$ cat src/rtl/snowflake_pkg.sv
// Shared types and constants for the snowflake memory arbiter slice.
package snowflake_pkg;

  localparam int MEM_WIDTH  = 32;
  localparam int MASK_WIDTH = MEM_WIDTH / 8;

  typedef enum logic [1:0] {ARB_IDLE, ARB_MEM, ARB_ACK} arb_state_e;

  typedef struct packed {
    logic [MEM_WIDTH-1:0]  addr;
    logic [MEM_WIDTH-1:0]  wr_data;
    logic [MASK_WIDTH-1:0] wr_mask;
    logic                  wr_en;
  } mem_req_t;

  // A read must never present byte enables to the memory macro.
  function automatic logic [MASK_WIDTH-1:0] masked_wr(input logic wr_en,
                                                      input logic [MASK_WIDTH-1:0] mask);
    return wr_en ? mask : '0;
  endfunction

endpackage

$ cat src/rtl/snowflake_rr_arb2.sv
// Combinational two-way grant decision: round-robin on ties, or master 1 first
// when fixed priority is selected. Excluded requesters are treated as idle.
module snowflake_rr_arb2 (
  input  logic [1:0] req,
  input  logic       last,
  input  logic       m1_priority,
  input  logic [1:0] exclude,
  output logic       valid,
  output logic       grant
);

  logic [1:0] eligible;

  always_comb begin
    eligible = req & ~exclude;
    valid    = |eligible;
    if (eligible == 2'b11) begin
      grant = m1_priority ? 1'b1 : ~last;
    end else begin
      grant = eligible[1];
    end
  end

endmodule

$ cat src/rtl/snowflake_mem_arbiter.sv
// Two-master arbiter in front of a single-port EBR: serialises accesses,
// registers the granted request onto the memory port, acks one cycle after the access.
module snowflake_mem_arbiter
  import snowflake_pkg::*;
#(
  parameter bit M1_PRIORITY = 1'b0
) (
  input  logic                  clk,
  input  logic                  rstz,
  input  logic [MEM_WIDTH-1:0]  m0_addr,
  input  logic [MEM_WIDTH-1:0]  m0_wr_data,
  input  logic [MASK_WIDTH-1:0] m0_wr_mask,
  input  logic                  m0_wr_en,
  input  logic                  m0_req,
  output logic                  m0_ack,
  output logic [MEM_WIDTH-1:0]  m0_rd_data,
  input  logic [MEM_WIDTH-1:0]  m1_addr,
  input  logic [MEM_WIDTH-1:0]  m1_wr_data,
  input  logic [MASK_WIDTH-1:0] m1_wr_mask,
  input  logic                  m1_wr_en,
  input  logic                  m1_req,
  output logic                  m1_ack,
  output logic [MEM_WIDTH-1:0]  m1_rd_data,
  output logic [MEM_WIDTH-1:0]  mem_addr,
  output logic [MEM_WIDTH-1:0]  mem_wr_data,
  output logic [MASK_WIDTH-1:0] mem_wr_mask,
  output logic                  mem_wr_en,
  output logic                  mem_en,
  input  logic [MEM_WIDTH-1:0]  mem_rd_data
);

  arb_state_e           state_reg;
  logic                 grant_reg;
  logic                 last_reg;
  logic                 mem_en_reg;
  mem_req_t             mem_reg;
  mem_req_t             fields [2];
  mem_req_t             granted;
  logic [1:0]           req_vec;
  logic [1:0]           exclude;
  logic [1:0]           ack_vec;
  logic [MEM_WIDTH-1:0] rd_vec [2];
  logic                 pick_valid;
  logic                 pick_grant;

  assign fields[0] = '{addr: m0_addr, wr_data: m0_wr_data, wr_mask: m0_wr_mask, wr_en: m0_wr_en};
  assign fields[1] = '{addr: m1_addr, wr_data: m1_wr_data, wr_mask: m1_wr_mask, wr_en: m1_wr_en};
  assign req_vec   = {m1_req, m0_req};

  // The master being acked still holds req this cycle; keep it out of the decision.
  assign exclude = (state_reg == ARB_ACK) ? (grant_reg ? 2'b10 : 2'b01) : 2'b00;

  snowflake_rr_arb2 u_rr_arb2 (
    .req         (req_vec),
    .last        (last_reg),
    .m1_priority (M1_PRIORITY),
    .exclude     (exclude),
    .valid       (pick_valid),
    .grant       (pick_grant)
  );

  always_comb begin
    granted         = fields[pick_grant];
    granted.wr_mask = masked_wr(granted.wr_en, granted.wr_mask);
  end

  always_ff @(posedge clk or negedge rstz) begin
    if (!rstz) begin
      state_reg  <= ARB_IDLE;
      grant_reg  <= 1'b0;
      last_reg   <= 1'b1;
      mem_en_reg <= 1'b0;
      mem_reg    <= '0;
    end else begin
      mem_en_reg <= 1'b0;
      case (state_reg)
        ARB_IDLE, ARB_ACK: begin
          if (pick_valid) begin
            state_reg  <= ARB_MEM;
            grant_reg  <= pick_grant;
            last_reg   <= pick_grant;
            mem_reg    <= granted;
            mem_en_reg <= 1'b1;
          end else begin
            state_reg <= ARB_IDLE;
          end
        end
        ARB_MEM: state_reg <= ARB_ACK;
        default: state_reg <= ARB_IDLE;
      endcase
    end
  end

  for (genvar gi = 0; gi < 2; gi++) begin : g_port
    assign ack_vec[gi] = (state_reg == ARB_ACK) && (grant_reg == 1'(gi));
    assign rd_vec[gi]  = ack_vec[gi] ? mem_rd_data : '0;
  end

  assign m0_ack      = ack_vec[0];
  assign m1_ack      = ack_vec[1];
  assign m0_rd_data  = rd_vec[0];
  assign m1_rd_data  = rd_vec[1];
  assign mem_addr    = mem_reg.addr;
  assign mem_wr_data = mem_reg.wr_data;
  assign mem_wr_mask = mem_reg.wr_mask;
  assign mem_wr_en   = mem_reg.wr_en;
  assign mem_en      = mem_en_reg;

endmodule

$ cat config.mk
export PLATFORM = sky130hd
export DESIGN_NAME = snowflake_mem_arbiter
export DESIGN_NICKNAME = d
export VERILOG_FILES = /design/src/rtl/snowflake_pkg.sv /design/src/rtl/snowflake_rr_arb2.sv /design/src/rtl/snowflake_mem_arbiter.sv
export SDC_FILE = /design/constraint.sdc
export NUM_CORES = 1
export LEC_CHECK = 0
export CAP_MARGIN = 15
export CORE_AREA = 2 2 121 123
export DETAILED_ROUTE_END_ITERATION = 6
export DIE_AREA = 0 0 123 125
export PLACE_DENSITY = 0.73
export SYNTH_ARGS = -nofsm -noshare
export SYNTH_HDL_FRONTEND = slang
export SYNTH_HIERARCHICAL = 1
export SYNTH_SLANG_ARGS = --single-unit
$ cat constraint.sdc
create_clock -name clk -period 2.1 [get_ports clk]
set_input_delay 0.315 -clock clk [delete_from_list [all_inputs] [get_ports clk]]
set_output_delay 0.315 -clock clk [all_outputs]
set_load 0.01 [all_outputs]
## Word-level counts from Yosys, hierarchy flattened

Cells that the tools add are included.
Widths: inputs -> output; s select.

| word-level totals | value |
|---|---|
| register bits after elaboration | 74 |
| bits of input ports | 174 |
| output and inout port bits | 136 |

| cells by class | value |
|---|---|
| magnitude comparators | 1 |
| equality and inequality tests | 3 |
| muxes and demuxes | 13 |
| bitwise operators | 5 |
| reduce and logical (&&, ||, !) cells | 6 |

Operators by type and width:

| cell | count |
|---|---|
| $mux 69 | 3 |
| $mux 32 | 2 |
| $eq 2x2->1 const B | 2 |
| $mux 1 | 4 |
| $mux 2 | 2 |
| $mux 4 | 1 |
| $pmux 2 s2 | 1 |
| $reduce_or 2->1 | 2 |
| $and 2x2->2 | 1 |
| $eq 2x1->1 const B | 1 |
| $ge 2x2->1 const B | 1 |
| $logic_and 1x1->1 | 2 |
| $logic_not 2->1 | 1 |
| $not 1->1 | 2 |
| $not 1->2 | 1 |
| $not 2->2 | 1 |
| $reduce_and 2->1 | 1 |

## Depth between registers and ports, before layout

Gate-level depths: netlist of run 1.

| depth | value |
|---|---|
| depth after elaboration | 11 |
| mapped depth | 10 |
| gate-level depth less buffers | 7 |

## Hierarchy

Netlist of run 1, hierarchy kept.

By module, submodules not included:

| module | times used | cells each | area an instance (um2) | sequential area each (um2) |
|---|---|---|---|---|
| snowflake_mem_arbiter | 1 | 385 | 3783.6 | 1828.0 |
| snowflake_rr_arb2 | 1 | 5 | 31.3 | 0.0 |

## Worst setup path before layout of run 1

OpenSTA, ideal clock, no wires.

| path | value |
|---|---|
| kind | register to register |
| start | register state_reg[0] |
| end | register mem_reg, in the netlist mem_addr[10] |
| library setup time | 123 ps |
| data arrival time | 1887 ps |
| setup slack | 89 ps |
| cell stages (with the launch flop) | 10 |
| buffers on the path | 4 |
| cells stage by stage | dfrtp_1 -> nor3b_2 -> buf_2 -> and4bb_1 -> nor2_1 -> buf_4 -> buf_6 -> buf_6 -> mux2i_1 -> o21ai_1 |

| between the ends | value |
|---|---|
| longest elaborated chain between the ends | 10 |
| elaborated cells on any way between the ends | 14 |

RTL lines:

| item | line | RTL |
|---|---|---|
| start, declared | snowflake_mem_arbiter.sv:32 | `arb_state_e state_reg;` |
| start signal, assigned | snowflake_mem_arbiter.sv:69 | `state_reg <= ARB_IDLE;` |
| start signal, assigned | snowflake_mem_arbiter.sv:79 | `state_reg <= ARB_MEM;` |
| start signal, assigned | snowflake_mem_arbiter.sv:85 | `state_reg <= ARB_IDLE;` |
| $eq 2x2->1 * | snowflake_mem_arbiter.sv:51 | `assign exclude = (state_reg == ARB_ACK) ? (grant_reg ? 2'b10 : 2'b01) : 2'b00;` |
| $mux 2 * | snowflake_mem_arbiter.sv:51 |  |
| $not 2->2 * | snowflake_rr_arb2.sv:15 | `eligible = req & ~exclude;` |
| $and 2x2->2 * | snowflake_rr_arb2.sv:15 |  |
| $eq 2x2->1 | snowflake_rr_arb2.sv:17 | `if (eligible == 2'b11) begin` |
| $mux 1 * | snowflake_rr_arb2.sv:17 |  |
| net pick_grant | snowflake_mem_arbiter.sv:44 | `logic pick_grant;` |
| $not 1->2 (not written as such) * | snowflake_mem_arbiter.sv:63 | `granted = fields[pick_grant];` |
| $mux 69 (not written as such) * (3 in series) | snowflake_mem_arbiter.sv:63 |  |
| end signal, assigned | snowflake_mem_arbiter.sv:82 | `mem_reg <= granted;` |
| end, declared | snowflake_mem_arbiter.sv:36 | `mem_req_t mem_reg;` |

The timed path passes the listed nets; every way through them passes the cells marked *. The select of a mux whose other input is x is not followed.
A chain may end at the register's enable or synchronous reset.

## Worst setup path after layout of run 1

| path | value |
|---|---|
| start | register grant_reg |
| end | output port m1_rd_data[15] |

| between the ends | value |
|---|---|
| longest elaborated chain between the ends | 2 |

RTL lines:

| item | line | RTL |
|---|---|---|
| start, declared | snowflake_mem_arbiter.sv:33 | `logic grant_reg;` |
| start signal, assigned | snowflake_mem_arbiter.sv:80 | `grant_reg <= pick_grant;` |
| $logic_and 1x1->1 | snowflake_mem_arbiter.sv:95 | `assign ack_vec[gi] = (state_reg == ARB_ACK) && (grant_reg == 1'(gi));` |
| $mux 32 | snowflake_mem_arbiter.sv:96 | `assign rd_vec[gi] = ack_vec[gi] ? mem_rd_data : '0;` |
| end, declared | snowflake_mem_arbiter.sv:23 | `output logic [MEM_WIDTH-1:0] m1_rd_data,` |

Every way passes these cells.

==> results of run 1 <==
-- area by class of cell --
class / instances / area, um^2
inverters: 2 / 7.51
fillers: 1295 / 6660
flip-flops and latches: 73 / 1830
multi-input cells: 286 / 1810
clock buffers: 11 / 253
repair buffers: 339 / 3390
clock inverters: 4 / 28.8
well taps: 184 / 230
-- power by group --
| group | leakage, uW | switching (uW) | internal (uW) | total [uW] |
|---|---|---|---|---|
| clock network | 0.000134 | 570 | 856 | 1430 |
| registers | 0.000895 | 385 | 2090 | 2480 |
| logic | 0.00246 | 1810 | 2380 | 4190 |
| total | 0.00349 | 2770 | 5330 | 8090 |
-- synthesized netlist by cell type, drive strengths merged --
cell    instances
and2           64
nor3b           1
o21ai          69
dfrtp          72
inv             2
dfstp           1
mux2i          68
and3b           1
nand2b          2
and4bb          1
nand2          76
clkbuf         12
nor2b           1
nor2            1
conb            1
mux2            1
buf            17
-- what timing repair did --
item | CTS | global route
hold endpoints to repair | 35 | 0
buffers inserted | 4 | 3
hold buffers | 1 | 0
cloned | 1 | 1
pin swaps | 1 | 2
resized for setup | 72 | 29
endpoints found under the setup margin | 64 | 18
-- stage by stage --
step / setup TNS (ns) / cells / utilization, % / instance area [um^2] / hold WS, ns
CTS: 0 / 895 / 52.6 / 7470 / 0.456
global route: -0.00190 / 899 / 53.1 / 7540 / 0.478
floorplan: 0 / 390 / - / 3810 / 0.0194
finish: 0 / 899 / 53.1 / 7540 / 0.454
global placement: 0 / 874 / 50.7 / 7200 / 0.312
detailed placement: 0 / 874 / 50.7 / 7200 / 0.313
-- how the worst max path moves through the flow --
stage | start | end | slack [ns] | cells past startpoint
finish | grant_reg | m1_rd_data[15] | 0.07 | 5
detailed placement | m0_req | mem_wr_data[21] | 0.08 | 7
global placement | m0_req | mem_wr_mask[1] | 0.13 | 7
floorplan | state_reg[0] | mem_addr[10] | 0.09 | 9
CTS | grant_reg | m0_rd_data[23] | 0.004 | 6
global route | state_reg[0] | m0_rd_data[10] | -0.002 | 5
-- routing by layer --
layer,GRT usage (%),part of all wire (%)
met5,0,0
met4,6.15,2.0
met3,5.29,9.7
met2,32.5,53
met1,17.6,35
-- cells by family after synthesis --
family / synth area share, %
buffers and inverters: 5.35
DFF: 47.9
and+or+nand+nor: 19.4
other: 0.0983
muxes: 18.1
AOI/OAI and AO/OA: 9.05
==> results.toml, run 1 <==
[pwr]
p_leak_uw = 0.00349
power_uw = 8090
cellPowerDensity_nw_per_um2 = 1070
vdd_ir_drop_max_mv = 0.513

[clock_network]
clk_buf_depth = 2
cts_root_buf = "clkbuf_16"
cts_num_sinks = 73
clk_latency_ns = 0.33
tritoncts = "done"
tritoncts.num_buffers = 9
cts.clk_slew.worst_paths_ns = 0.05
htree_num_levels = 3

[global_route]
globalRouteOverflowTotal = 0
vias_in_the_first_global_route = 4072
largest_net_degree_at_the_start_of_global_routing = 57
initial_antenna_violation_count = 0
global_route.usage.total_pct = 17.2
grt_first_pass_wirelength_um = 20500

[drt]
post_drt_via_cell_ratio = 4.40
routed-via-count = 3955
drt-wirelength-per-cell_um = 15.0
routed_wl_um = 13400
detail_route.first_pass.iterations = 5
detail_route.iter0.violations = 118
detail-route-antenna-nets = 0
detail_route.drc_violations = 0

[sta]
maxSlewViolCount = 0
hold_viol_final = 0
finalSetupViolCount = 0
setup_ws_ns = 0.0749
fin_skew_ns = 0.00850
achievable-frequency_mhz = 494
final_cycle_share_pct = 96.4
post-route-min-period_ns = 2.03

[yosys]
netlist_instances = 390
synth_top_area_share_pct = 47.2
synthDistinctLibCells = 22
post_synth_instance_area_um2 = 3810
synthesis.area_per_instance_um2 = 9.78
synthDominantAreaCellType = "dfrtp_1"
synthTopCellsByArea = "dfrtp_1 47%, mux2i_1 18%, and2_1 10%, nand2_1 7.5%, o21ai_0 6.6%"
ys_seq_area_share_pct = 47.9
synth-seq-cells = 73
synth_nets = 564
yosysWarningCount = 6

[place]
place.port_buffers = 309
dp_worst_setup_slack_ns = 0.0843
gp_routability_congestion = 0.825
hpwl_after_dpl_um = 10800

[worst_setup_path]
regToRegEndpoint = "mem_wr_data[16]"
worst_path_dominant_cell_family = "buffers and inverters"
crit_arrival_ns = 1.71
critical_path.endpoint_type = "primary output"
register_to_register_path_setup_slack_ns = 0.13
buffers_inverters_on_critical_path = 3
worst_path_max_delay_cell = "dfrtp_1"
slowest_delay_ns = 0.40
critical_path_required_ns = 1.78
critical_path.max_fanout = 24
setup.worst_path.class = "reg -> out"
worstReg2RegStart = "grant_reg"
path_cells = "buf_4 > and3b_2 > buf_12 > and2_1 > dlygate4sd2_1"
worstRegToRegCells = 8
setup.worst_path.start_class = "flop"

[hold_path]
min_path_type = "reg -> reg"
timing.hold.worst_endpoint = "state_reg[1]"
worst_hold_path_cell_count = 1
timing.hold.worst.start = "state_reg[1]"

[floorplanning]
die_area_um2 = 15400
fp.coreArea_um2 = 14200
fp-row-count = 44
design.portCount = 310
initial_utilization_pct = 26.9
die_y_um = 125
horizontal_extent_of_the_die_um = 123

[cells_and_area]
most_frequent_cells_in_the_layout = "242 x clkdlybuf4s50_1, 75 x nand2_1, 72 x dfrtp_1"
nNetsFinal = 885
area_delta_synth_final_pct = 97.7
number_of_diodes = 0
final_layout_size_suffix_gt1_share_pct = 7.69
layout_commonest_cell = "clkdlybuf4s50_1"

[run]
drv.max_cap_violation_count = 0

[outcome]
run_status = "finished, final reports clean"
No activity file was read; power rests on OpenSTA's default activity.
==> run 2: changes to the inputs <==
--- a/config.mk
+++ b/config.mk
@@ -6,10 +6,10 @@
 export NUM_CORES = 1
 export LEC_CHECK = 0
 export CAP_MARGIN = 15
-export CORE_AREA = 2 2 121 123
+export CORE_AREA = 2 2 120 122
 export DETAILED_ROUTE_END_ITERATION = 6
-export DIE_AREA = 0 0 123 125
-export PLACE_DENSITY = 0.73
+export DIE_AREA = 0 0 122 124
+export PLACE_DENSITY = 0.77
 export SYNTH_ARGS = -nofsm -noshare
 export SYNTH_HDL_FRONTEND = slang
 export SYNTH_HIERARCHICAL = 1
==> constraint.sdc (replaced) <==
create_clock -name clk -period 1.7 [get_ports clk]
set_input_delay 0.255 -clock clk [delete_from_list [all_inputs] [get_ports clk]]
set_output_delay 0.255 -clock clk [all_outputs]
set_load 0.01 [all_outputs]
==> run 2 against run 1 <==
Effect of this change: the run now ends with setup timing left; combinational power increased by 80%; highest routed layer unchanged; sequential share of layout area is 3.4 points lower; setup slack worse by 0.43 ns; via count rose by 13%; cell area rose by 16%; wire length up 40%; clock skew grew 0.0096 ns.
==> results.toml, run 2 (synthesis gave the netlist of run 1 again) <==
[sta]
achievable-frequency_mhz = 486
unrepaired_setup_endpoints_after_global_routing = "yes"
finalSetupViolCount = 137
maxSlewViolCount = 0
hold_viol_final = 0
post-route-min-period_ns = 2.06
final_cycle_share_pct = 121
fin_skew_ns = 0.0181
setup_ws_ns = -0.358

[clock_network]
tritoncts.num_buffers = 9
clk_latency_ns = 0.34
cts_root_buf = "clkbuf_16"
cts_num_sinks = 73
cts.clk_slew.worst_paths_ns = 0.07
clk_buf_depth = 2
htree_num_levels = 3
tritoncts = "done"

[worst_setup_path]
buffers_inverters_on_critical_path = 5
worst_path_dominant_cell_family = "buffers and inverters"
critical_path.endpoint_type = "flop"
slowest_delay_ns = 0.38
worst_path_max_delay_cell = "dfrtp_1"
critical_path_required_ns = 1.92
setup.worst_path.class = "reg -> reg"
path_cells = "buf_6 > nor3b_4 > buf_6 > and4bb_1 > nor2_4 > buf_12 > buf_12 > buf_16 > mux2i_1 > o21ai_1"
setup.worst_path.start_class = "flop"
critical_path.max_fanout = 8
crit_arrival_ns = 2.28

[drt]
detail_route.drc_violations = 0
routed-via-count = 4460
routed_wl_um = 18800
detail-route-antenna-nets = 0
detail_route.iter0.violations = 171
drt-wirelength-per-cell_um = 19.9
post_drt_via_cell_ratio = 4.72
detail_route.first_pass.iterations = 4

[place]
place.port_buffers = 309
hpwl_after_dpl_um = 10600
gp_routability_congestion = 0.755
place_inst = 862

[run]
drv.max_cap_violation_count = 0

[pwr]
cellPowerDensity_nw_per_um2 = 1400
vdd_ir_drop_max_mv = 0.633
power_uw = 12300
p_leak_uw = 0.00394

[floorplanning]
die_y_um = 124
design.portCount = 310
initial_utilization_pct = 27.8
die_area_um2 = 15100
horizontal_extent_of_the_die_um = 122
fp-row-count = 43
fp.coreArea_um2 = 13700

[global_route]
globalRouteMet2Util_pct = 42.4
grt_first_pass_wirelength_um = 25700
initial_antenna_violation_count = 3
largest_net_degree_at_the_start_of_global_routing = 41
grt_busiest_layer = "met2"
global_route.usage.total_pct = 23.1
gr-usage-met1_pct = 23.9
vias_in_the_first_global_route = 4619
met3_usage_pct = 6.04
globalRouteOverflowTotal = 0

[cells_and_area]
layout_commonest_cell = "clkdlybuf4s50_1"
final_cells = 944
final_util_pct = 64.0
fillers = 1055
final_layout_size_suffix_gt1_share_pct = 31.3
most_frequent_cells_in_the_layout = "241 x clkdlybuf4s50_1, 72 x dfrtp_1, 71 x buf_6"
nNetsFinal = 930
area_delta_synth_final_pct = 130

[outcome]
run_status = "finished, violations left"
violations_in_the_final_reports = "setup timing"

[hold_path]
min_path_type = "in -> async"
[run 2: worst paths after layout]
check	from	end	slack, ns	cells after the start
worst max-delay path	grant_reg	mem_addr[30]	-0.36	10
worst min-delay path	rstz	mem_wr_data[11]	0.42	2
worst max register to register	grant_reg	mem_addr[30]	-0.36	10
worst min register to register	mem_addr[5]	mem_addr[5]	0.48	2
max in group asynchronous	rstz	mem_addr[15]	0.67	3
min in group clk	mem_addr[5]	mem_addr[5]	0.48	2
[run 2: layout make-up]
type | count | area, um^2 | area share (%)
Timing Repair Buffer | 384 | 4370 | 49.8
Multi-Input combinational cell | 286 | 2080 | 23.7
Sequential cell | 73 | 1830 | 20.8
Clock buffer | 13 | 240 | 2.74
Tap cell | 180 | 225 | 2.57
Clock inverter | 3 | 20.0 | 0.228
Inverter | 2 | 7.51 | 0.0855
Antenna cell | 3 | 7.51 | 0.0855
[run 2: per-stage QoR]
step / worst slack [ns] / hold slack [ns] / TNS (ns) / cell area [um^2]
global route: -0.432 / 0.456 / -39.75 / 8780
floorplan: -0.100 / -0.0406 / -3.25 / 3850
global placement: -0.239 / 0.238 / -15.50 / 7130
finish: -0.358 / 0.425 / -29.81 / 8780
CTS: -0.312 / 0.422 / -30.11 / 8500
detailed placement: -0.247 / 0.248 / -20.25 / 7130
[run 2: layer usage]
layer,vias up,wire (um)
met1,2116,6600
met5,-,0
met3,47,1570
met2,245,9690
met4,0,907
li1,2052,-
[run 2: power by group]
group	switching [uW]	total (uW)	leakage [uW]	internal, uW
clock	722	1710	0.000120	988
sequential	499	3080	0.000895	2590
combinational	3080	7540	0.00292	4460
total	4300	12300	0.00394	8030
[run 2: timing repair]
item	in CTS	in global routing
cloned	23	4
endpoints found under the hold margin	32	0
setup buffers	41	4
gates resized for setup	411	92
setup endpoints to repair	135	138
hold buffers	1	0
pin swaps	39	16
==> run 3: changes to the inputs <==
--- a/config.mk
+++ b/config.mk
@@ -6,11 +6,11 @@
 export NUM_CORES = 1
 export LEC_CHECK = 0
 export CAP_MARGIN = 15
-export CORE_AREA = 2 2 120 122
+export CORE_AREA = 2 2 121 123
 export DETAILED_ROUTE_END_ITERATION = 6
-export DIE_AREA = 0 0 122 124
-export PLACE_DENSITY = 0.77
+export DIE_AREA = 0 0 123 125
+export DONT_BUFFER_PORTS = 1
+export PLACE_DENSITY = 0.46
 export SYNTH_ARGS = -nofsm -noshare
 export SYNTH_HDL_FRONTEND = slang
-export SYNTH_HIERARCHICAL = 1
 export SYNTH_SLANG_ARGS = --single-unit
==> run 3 against run 2 <==
Effect of this change: the flow finishes with violations (hold timing, setup timing); first-iteration DRC count up 37%; register-to-register slack better by 0.38 ns; core utilization down 30 points; non-clock buffer count down 356; synthesized cell count up 22%; clock skew down 0.0093 ns; critical endpoint is now m0_rd_data[3]; largest cell class is now multi-input combinational cells; largest power group is now sequential cells; highest routed layer unchanged.
==> results.toml, run 3 <==
[pwr]
vdd_ir_drop_max_mv = 0.556
cellPowerDensity_nw_per_um2 = 1980
p_leak_uw = 0.00203

[global_route]
vias_in_the_first_global_route = 3587
global_route.usage.total_pct = 17.7
initial_antenna_violation_count = 1
globalRouteOverflowTotal = 0
grt_first_pass_wirelength_um = 20600
largest_net_degree_at_the_start_of_global_routing = 75

[floorplanning]
initial_utilization_pct = 27.3
die_area_um2 = 15400
fp-row-count = 44
design.portCount = 310
horizontal_extent_of_the_die_um = 123
die_y_um = 125
fp.coreArea_um2 = 14200

[sta]
fin_skew_ns = 0.00879
final_cycle_share_pct = 100
tightestPinTransition_ns = 0.471
post-route-min-period_ns = 1.71
slew_headroom_pct = 68.6
setup_ws_ns = -0.00796
unrepaired_setup_endpoints_after_global_routing = "yes"
hold_viol_final = 74
achievable-frequency_mhz = 585
hold_slack_ns = -0.400
maxSlewViolCount = 0
finalSetupViolCount = 5

[clock_network]
clk_latency_ns = 0.34
cts.clk_slew.worst_paths_ns = 0.06
cts_root_buf = "clkbuf_16"
cts_num_sinks = 74
htree_num_levels = 3
clk_buf_depth = 2
tritoncts.num_buffers = 9
tritoncts = "done"

[drt]
post_drt_via_cell_ratio = 5.42
routed_wl_um = 14900
detail_route.drc_violations = 0
detail_route.first_pass.iterations = 4
routed-via-count = 3600
detail_route.iter0.violations = 234
detail-route-antenna-nets = 0
drt-wirelength-per-cell_um = 22.4

[yosys]
synthDistinctLibCells = 26
post_synth_instance_area_um2 = 3880
synth.top_cells.by_count = "130 x nand2_1, 73 x dfrtp_1, 65 x a21oi_1, 65 x a31oi_1, 64 x and2_1"
synth_fa_ha_area_share_pct = 0
synth_top_area_share_pct = 47.1
synthDominantAreaCellType = "dfrtp_1"
ys_seq_area_share_pct = 47.8
yosysMostFrequentCell = "nand2_1"
area_fraction_in_and_or_nand_and_nor_cells_after_synthesis_pct = 24.4
synthTopCellsByArea = "dfrtp_1 47%, nand2_1 13%, a31oi_1 10%, and2_1 10%, a21oi_1 8.4%"
netlist_instances = 477
synth-seq-cells = 74
synth_enable_flop_cells = 0
main_combinational_cell_family_by_area_after_synthesis = "simple AND/OR/NAND/NOR gates"
synth_compound_area_share_pct = 22.3
synth_xor_area_share_pct = 0
share_of_cell_area_taken_by_muxes_after_synthesis_pct = 0
synthFlopType = "dfrtp_1"
postSynth.asyncResetShare_pct = 100
yosysWarningCount = 0
synth_nets = 651
synthesis.area_per_instance_um2 = 8.13

[hold_path]
min_path_type = "in -> async"

[cells_and_area]
final_layout_size_suffix_gt1_share_pct = 20.5
area_delta_synth_final_pct = 25.3
most_frequent_cells_in_the_layout = "124 x nand2_1, 73 x dfrtp_1, 65 x a21oi_1"
nNetsFinal = 647
layout_commonest_cell = "nand2_1"
final_area_um2 = 4860

[run]
drv.max_cap_violation_count = 0

[place]
dp_worst_setup_slack_ns = -0.0183
place.port_buffers = 0
gp_routability_congestion = 0.804
hpwl_after_dpl_um = 9680
detailed_place.area_um2 = 4130

[worst_setup_path]
critical_path_required_ns = 1.44
setup.worst_path.start_class = "flop"
setup.worst_path.class = "reg -> out"
critical_path.endpoint_type = "primary output"
crit_arrival_ns = 1.45
critical_path.max_fanout = 6

[outcome]
run_status = "finished, violations left"
violations_in_the_final_reports = "hold timing, setup timing"
[run 3: layer usage]
metal / vias to the layer above / wire length (um) / track usage (%) / share of wire (%)
li1: 1624 / - / - / -
met1: 1752 / 5270 / 18.3 / 35
met2: 197 / 7930 / 31.7 / 53
met3: 27 / 1160 / 5.11 / 7.8
met4: 0 / 509 / 9.83 / 3.4
met5: - / 0 / 0 / 0
[run 3: timing repair]
action                                 4_1_cts  5_1_grt
setup buffers                                4        2
endpoints found under the hold margin       74       74
resized for setup                           42       25
setup endpoints to repair                   75      133
pin swaps                                    9       25
gates cloned                                 3        5
[run 3: cells by family after synthesis]
logic type             Yosys count
AO/OA/AOI/OAI                  148
flip-flops                      74
AND/OR/NAND/NOR                204
buffers and inverters           51
[run 3: report_power, final]
part           internal [uW]  total, uW  switching (uW)
logic                   1610       3700            2090
registers               2670       3800            1140
clock network           1330       2110             785
[run 3: worst max-delay path: stages (launching register included)]
cell,delay [ns]
dfrtp_1,0.38
buf_4,0.16
nor2_4,0.15
buf_6,0.14
buf_12,0.12
and2_4,0.15
[run 3: worst paths after layout]
kind                                     from        endpoint  slack [ns]  cells past startpoint
worst max-delay path                grant_reg   m0_rd_data[3]      -0.008                      5
worst min-delay path                     rstz     mem_addr[0]       -0.40                      0
max in group asynchronous                rstz        last_reg        1.90                      0
worst min register to register       last_reg        last_reg        0.53                      2
min in group clk                m0_wr_data[1]  mem_wr_data[1]        0.05                      2
worst max register to register   state_reg[1]    mem_addr[12]        0.02                      6
[run 3: metrics by stage]
step	power (uW)	utilization (%)	setup TNS, ns	hold slack [ns]	cells
detailed placement	6850	29.1	-0.0485	-0.0393	633
floorplan	5810	-	0	-0.0406	477
CTS	9410	32.9	-1.06	-0.414	656
global placement	6760	29.1	0	-0.0391	633
global route	10300	34.2	-4.02	-0.422	664
finish	9620	34.2	-0.0283	-0.400	664
[run 3: layout make-up]
type,instances,area (um^2)
diodes,2,5.00
clock inverters,6,88.8
inverters,8,30.0
flip-flops and latches,74,1850
fillers,1514,9340
multi-input cells,352,1980
clock buffers,10,239
repair buffers,28,438
well taps,184,230
